**config.mk**
```make
export PLATFORM = sky130hd
export DESIGN_NAME = ctrl_pipe
export DESIGN_NICKNAME = d
export VERILOG_FILES = /design/src/rtl/ctrl_pkg.sv /design/src/rtl/ctrl_decode.sv /design/src/rtl/ctrl_pipe.sv
export SDC_FILE = /design/constraint.sdc
export NUM_CORES = 1
export LEC_CHECK = 0
export ABC_AREA = 1
export BUFFER_PORTS_ARGS = -buffer_cell sky130_fd_sc_hd__buf_4
export CORE_ASPECT_RATIO = 1.1
export CORE_MARGIN = 3
export CORE_UTILIZATION = 45
export DETAILED_ROUTE_END_ITERATION = 16
export HOLD_SLACK_MARGIN = 0.03
export PLACE_DENSITY = 0.71
export SLEW_MARGIN = 0
export SYNTH_ARGS = -nofsm -noshare
export SYNTH_HDL_FRONTEND = slang
export SYNTH_SLANG_ARGS = --single-unit
```
**constraint.sdc**
```tcl
create_clock -name i_clk -period 1.3 [get_ports i_clk]
set_input_delay 0.26 -clock i_clk [delete_from_list [all_inputs] [get_ports i_clk]]
set_output_delay 0.26 -clock i_clk [all_outputs]
set_load 0.03 [all_outputs]
```
**src/rtl/ctrl_pkg.sv**
```systemverilog
// rtl/ctrl_pkg.sv - shared state enum, opcode constants and control word type for ctrl_pipe
package ctrl_pkg;

    typedef enum logic [1:0] {
        ST_RUN       = 2'd0,
        ST_LOAD_WAIT = 2'd1,
        ST_HALTED    = 2'd2
    } state_t;

    localparam logic [3:0] R_ADD  = 4'd0;
    localparam logic [3:0] R_LOAD = 4'd1;
    localparam logic [3:0] R_MVFR = 4'd2;
    localparam logic [3:0] R_MVTO = 4'd3;
    localparam logic [3:0] R_OR   = 4'd4;
    localparam logic [3:0] R_XOR  = 4'd5;
    localparam logic [3:0] R_XORR = 4'd6;
    localparam logic [3:0] R_AND  = 4'd7;
    localparam logic [3:0] R_STR  = 4'd8;
    localparam logic [3:0] R_SLT  = 4'd9;
    localparam logic [3:0] R_SEQ  = 4'd10;
    localparam logic [3:0] R_BTRU = 4'd11;
    localparam logic [3:0] R_CLR  = 4'd12;
    localparam logic [3:0] R_NOT  = 4'd13;

    localparam logic [2:0] I_LUT  = 3'd0;
    localparam logic [2:0] I_ADDI = 3'd1;
    localparam logic [2:0] I_SUBI = 3'd2;
    localparam logic [2:0] I_B    = 3'd3;
    localparam logic [2:0] I_LSLI = 3'd4;
    localparam logic [2:0] I_LSRI = 3'd5;

    typedef struct packed {
        logic write_r0;
        logic general_reg_write;
        logic read_mem;
        logic write_mem;
        logic branch;
        logic branch_cond;
        logic lut_signal;
    } ctrl_word_t;

endpackage

```
**src/rtl/ctrl_decode.sv**
```systemverilog
// rtl/ctrl_decode.sv - combinational instruction to control word decoder
module ctrl_decode
    import ctrl_pkg::*;
#(
    parameter int IW = 9
) (
    input  logic [IW-1:0] i_instruction,
    output ctrl_word_t    o_word,
    output logic          o_is_halt,
    output logic          o_is_illegal
);

    logic       w_type;
    logic [3:0] w_ropc;
    logic [2:0] w_iopc;
    logic       w_undef;

    assign w_type = i_instruction[IW-2];
    assign w_ropc = i_instruction[IW-3:IW-6];
    assign w_iopc = i_instruction[IW-3:IW-5];

    // The all-ones halt pattern lands on an undefined R opcode, so it is screened out first.
    assign o_is_halt    = &i_instruction;
    assign o_is_illegal = w_undef && !o_is_halt;

    always_comb begin
        o_word  = '0;
        w_undef = 1'b0;
        if (w_type) begin
            case (w_ropc)
                R_ADD, R_MVTO, R_OR, R_XOR, R_XORR,
                R_AND, R_SLT, R_SEQ, R_NOT: o_word.write_r0 = 1'b1;
                R_LOAD: begin
                    o_word.write_r0 = 1'b1;
                    o_word.read_mem = 1'b1;
                end
                R_MVFR: o_word.general_reg_write = 1'b1;
                R_STR:  o_word.write_mem = 1'b1;
                R_BTRU: begin
                    o_word.branch      = 1'b1;
                    o_word.branch_cond = 1'b1;
                end
                R_CLR: begin
                    o_word.write_r0          = 1'b1;
                    o_word.general_reg_write = 1'b1;
                end
                default: w_undef = 1'b1;
            endcase
        end else begin
            case (w_iopc)
                I_LUT: begin
                    o_word.write_r0   = 1'b1;
                    o_word.lut_signal = 1'b1;
                end
                I_ADDI, I_SUBI, I_LSLI, I_LSRI: o_word.write_r0 = 1'b1;
                I_B:     o_word.branch = 1'b1;
                default: w_undef = 1'b1;
            endcase
        end
    end

endmodule

```
**src/rtl/ctrl_pipe.sv**
```systemverilog
// rtl/ctrl_pipe.sv - registered handshaked control stage; CTRL_ILLEGAL_TRAP_EN enables the illegal-opcode trap
module ctrl_pipe
    import ctrl_pkg::*;
#(
    parameter int IW      = 9,
    parameter int MEM_LAT = 2,
    parameter int CNT_W   = 16
) (
    input  logic             i_clk,
    input  logic             i_reset,
    input  logic             i_in_valid,
    output logic             o_in_ready,
    input  logic [IW-1:0]    i_instruction,
    output logic             o_out_valid,
    input  logic             i_out_ready,
    input  logic             i_flush,
    output logic             o_write_r0,
    output logic             o_general_reg_write,
    output logic             o_read_mem,
    output logic             o_write_mem,
    output logic             o_branch,
    output logic             o_branch_cond,
    output logic             o_lut_signal,
    output logic             o_halt,
    output logic             o_illegal,
    output logic [CNT_W-1:0] o_inst_count
);

`ifdef CTRL_ILLEGAL_TRAP_EN
    localparam bit TRAP_EN = 1'b1;
`else
    localparam bit TRAP_EN = 1'b0;
`endif

    localparam logic [3:0] LAT = 4'(MEM_LAT);

    state_t           r_state;
    logic [3:0]       r_wait;
    ctrl_word_t       r_word;
    logic             r_out_valid;
    logic             r_halt;
    logic             r_illegal;
    logic [CNT_W-1:0] r_count;

    ctrl_word_t w_word;
    logic       w_is_halt;
    logic       w_is_illegal;
    logic       w_trap;
    logic       w_accept;
    logic       w_consume;

    ctrl_decode #(.IW(IW)) u_decode (
        .i_instruction (i_instruction),
        .o_word        (w_word),
        .o_is_halt     (w_is_halt),
        .o_is_illegal  (w_is_illegal)
    );

    assign o_in_ready = (r_state == ST_RUN) && (!r_out_valid || i_out_ready);
    assign w_accept   = i_in_valid && o_in_ready;
    assign w_consume  = r_out_valid && i_out_ready && !i_flush;
    assign w_trap     = TRAP_EN && w_is_illegal;

    always_ff @(posedge i_clk) begin
        if (i_reset) begin
            r_state     <= ST_RUN;
            r_wait      <= '0;
            r_word      <= '0;
            r_out_valid <= 1'b0;
            r_halt      <= 1'b0;
            r_illegal   <= 1'b0;
            r_count     <= '0;
        end else begin
            if (w_consume && !(&r_count)) begin
                r_count <= r_count + 1'b1;
            end

            if (r_state == ST_LOAD_WAIT) begin
                if (i_flush || r_wait == 4'd1) begin
                    r_state <= ST_RUN;
                    r_wait  <= '0;
                end else begin
                    r_wait <= r_wait - 1'b1;
                end
            end

            // Flush squashes both the held word and anything accepted alongside it.
            if (i_flush) begin
                r_out_valid <= 1'b0;
            end else if (w_accept) begin
                if (w_is_halt || w_trap) begin
                    r_halt      <= 1'b1;
                    r_illegal   <= w_trap;
                    r_state     <= ST_HALTED;
                    r_out_valid <= 1'b0;
                end else begin
                    r_out_valid <= 1'b1;
                    r_word      <= w_word;
                    if (w_word.read_mem) begin
                        r_state <= ST_LOAD_WAIT;
                        r_wait  <= LAT;
                    end
                end
            end else if (i_out_ready) begin
                r_out_valid <= 1'b0;
            end
        end
    end

    assign o_out_valid         = r_out_valid;
    assign o_write_r0          = r_word.write_r0;
    assign o_general_reg_write = r_word.general_reg_write;
    assign o_read_mem          = r_word.read_mem;
    assign o_write_mem         = r_word.write_mem;
    assign o_branch            = r_word.branch;
    assign o_branch_cond       = r_word.branch_cond;
    assign o_lut_signal        = r_word.lut_signal;
    assign o_halt              = r_halt;
    assign o_illegal           = r_illegal;
    assign o_inst_count        = r_count;

endmodule

```
==> summary.txt <==
Setup path
  – RR Startpoint: o_inst_count[5]
  – R2R cell count: 7
  – Crit path DAT: 1580 ps
  – CP endpoint kind: flip-flop
  – Worst Setup Path Type: flip-flop to flip-flop
  – R2R Setup Slk: -60 ps
  – Worst r2r dst: o_inst_count[2]
  – WP data required: 1520 ps
  – Critical path launch point: o_inst_count[5]
  – CP startpoint kind: flip-flop
  – Crit-path max FO: 6

Final layout
  – Fin cells: 401
  – # nets final: 367
  – Fillers: 304
  – ANT cells: 0
  – Max FFs per register: 16
  – Area growth syn-to-layout: 53.4%
  – Share of post-route cells with drive strength above 1: 49.0%

Drt
  – Drt pass-1 iters: 4
  – DRC Markers: 0
  – DR vias: 1963
  – DR WL/cell: 11.8 um
  – Vias per Instance: 4.90
  – Detailed Route Iter0 Violations: 143
  – Final WL: 4740 um
  – Antenna Violating Nets Remaining: 0

Power and ir drop
  – LEAKAGE: 0.00123 uW
  – PD cells: 756 mW/mm^2
  – Worst vdd ir: 0.705 mV

Min path
  – Hold Path Origin: i_out_ready
  – Hold Path Cell Cnt: 4
  – Worst hold path class: primary input to flip-flop
  – Hold endpoint: o_out_valid

Floorplanning
  – IO Pins: 41
  – Row count: 23
  – Die Span X: 66.7 um
  – Die area: 0.00486 mm^2
  – Core area: 0.00377 mm^2
  – Die height: 72.8 um
  – Initial cell density of the core: 48.4%

Run status
  – Failing checks: setup timing
  – Status: complete, but fails checks

Clocking
  – CTS H-tree depth: 2
  – CTS Sinks: 31
  – CTS Buffer Depth: 2
  – CTS tree: built
  – TritonCTS Buffers: 5
  – Clk_lat worst skew: 280 ps
  – Reg clk slew, reported paths: 70 ps
  – CTS root buffer: clkbuf_8

Synth
  – Mapped cell area: 0.00183 mm^2
  – Syn Nets: 285
  – Area share of the largest cell type after synthesis: 34.0%
  – Cells after Synth: 268
  – Yosys cell types: 34
  – Top cells by area, synth: dfxtp_1 34%, nand2_1 16%, nor2_1 6.6%, inv_1 6.0%, nand3_1 5.2%
  – Synth warn: 0
  – Post-synthesis register bit count: 31
  – Seq/Total Area, Yosys: 34.0%
  – Cell taking the most area after synthesis: dfxtp_1
  – Avg Inst Size Synth: 6.81 um^2

STA
  – WHS: 296 ps
  – Slew Limit Fails: 0
  – Final WS setup: -61.6 ps
  – Final Hold Vio Count: 0
  – Final period util: 105%
  – RSZ-0062 raised after global routing: yes
  – Clk_skew: 1.78 ps
  – # setup viols final: 15
  – Fmax: 734 MHz
  – Minimum clock period: 1360 ps

GRT
  – GRT Overall Usage: 21.2%
  – Initial antenna violation count: 0
  – Grt ovf: 0
  – First-pass GRT wire length: 7910 um
  – Vias in the first global route: 1824
  – Largest net degree at the start of global routing: 21

Placed design
  – GPL Wtd Cong: 0.875
  – Place WS: -64.2 ps
  – # placed instances: 390
  – Buffers on Ports: 39
  – Dpl hpwl: 3340 um

Job
  – Max Cap Violations: 0
==> kinds of logic after synthesis <==
| logic type | after synthesis | synth area share (%) |
|---|---|---|
| flops | 31 | 34.0 |
| fa+ha+maj | 3 | 2.06 |
| other cells | 1 | 0.205 |
| xor+xnor | 9 | 4.32 |
| compound gates | 28 | 10.6 |
| simple gates | 158 | 39.6 |
| buf+inv | 38 | 9.25 |
==> placed cells by master (no fill, tap or decap), types with 9 or more instances in the layout <==
cell | netlist | final
buf_4 | 1 | 76
nand2_1 | 76 | 58
nor2_1 | 32 | 27
inv_1 | 29 | 26
nand2_2 | 4 | 18
dfxtp_1 | 31 | 14
nand3_1 | 19 | 12
a21oi_2 | 10 | 12
nor2_4 | 4 | 10
dfxtp_2 | 0 | 9
==> per-layer routing <==
layer	vias up	GRT usage, %	share of wire, %
met1	891	24.3	42
met4	0	9.26	2.3
met3	12	5.39	4.4
met5	-	0	0
met2	52	36.8	51
li1	1008	-	-
==> cells in the mapped netlist <==
master,number
o21ai_1,2
nor2_1,32
o22ai_1,1
xnor2_1,3
nand2_1,76
nor2_4,4
nand2b_1,1
or2_2,2
nand4_1,7
nand3b_1,3
xor2_1,6
o21ai_4,1
inv_2,2
buf_4,1
buf_1,1
nand3_1,19
and3_1,1
nand2_4,1
nor4_1,1
nor3_2,1
conb_1,1
nor2_2,3
nand2_2,4
clkinv_1,1
clkbuf_1,1
ha_1,3
dfxtp_1,31
o211ai_1,1
a21oi_1,10
o21ai_0,3
nor3_1,3
buf_6,3
inv_1,29
a21oi_2,10
==> where the power goes <==
part           internal [uW]  total [uW]  switching [uW]
Clock                    542         918             375
Combinational            107         244             137
Sequential               947         956            8.46
Total                   1600        2120             521
==> cell type report <==
type	count	area (um^2)	share of cell area (%)
Tap cell	50	62.6	2.23
Inverter	32	120	4.29
Clock inverter	1	5.00	0.179
Sequential cell	31	662	23.6
Multi-Input combinational cell	199	1210	43.1
Clock buffer	7	108	3.84
Timing Repair Buffer	81	636	22.7
==> stage by stage <==
| stage | power, uW | TNS [ps] | util, % | cell area (um^2) |
|---|---|---|---|---|
| floorplan | 1110 | -300 | - | 1920 |
| detailed placement | 1210 | -432 | 67.1 | 2530 |
| CTS | 2130 | -325 | 72.1 | 2720 |
| finish | 2120 | -499 | 74.3 | 2800 |
| global placement | 1210 | -128 | 67.1 | 2530 |
| global route | 2210 | -1720 | 74.3 | 2800 |
==> timing repair <==
item | in CTS | in global routing
buffers inserted | 4 | 0
cloned | 0 | 0
resized for setup | 16 | 24
pin swaps | 8 | 11
setup endpoints to repair | 16 | 27
hold buffers | 0 | 0
==> critical path, stage by stage (launching register included) <==
cell and delay (ps):
dfxtp_4 350, nand2_1 130, nor2_2 180, nand2_4 100
o21ai_4 190, buf_6 160, nand2_1 80, a21oi_2 110
==> how the worst max path moves through the flow <==
stage / end / cells after the start
finish: o_inst_count[2] / 7
global route: o_inst_count[2] / 7
CTS: o_inst_count[15] / 10
detailed placement: o_inst_count[14] / 7
global placement: o_lut_signal / 8
floorplan: o_inst_count[4] / 9
Note: power is estimated with default switching activity, not from simulation.
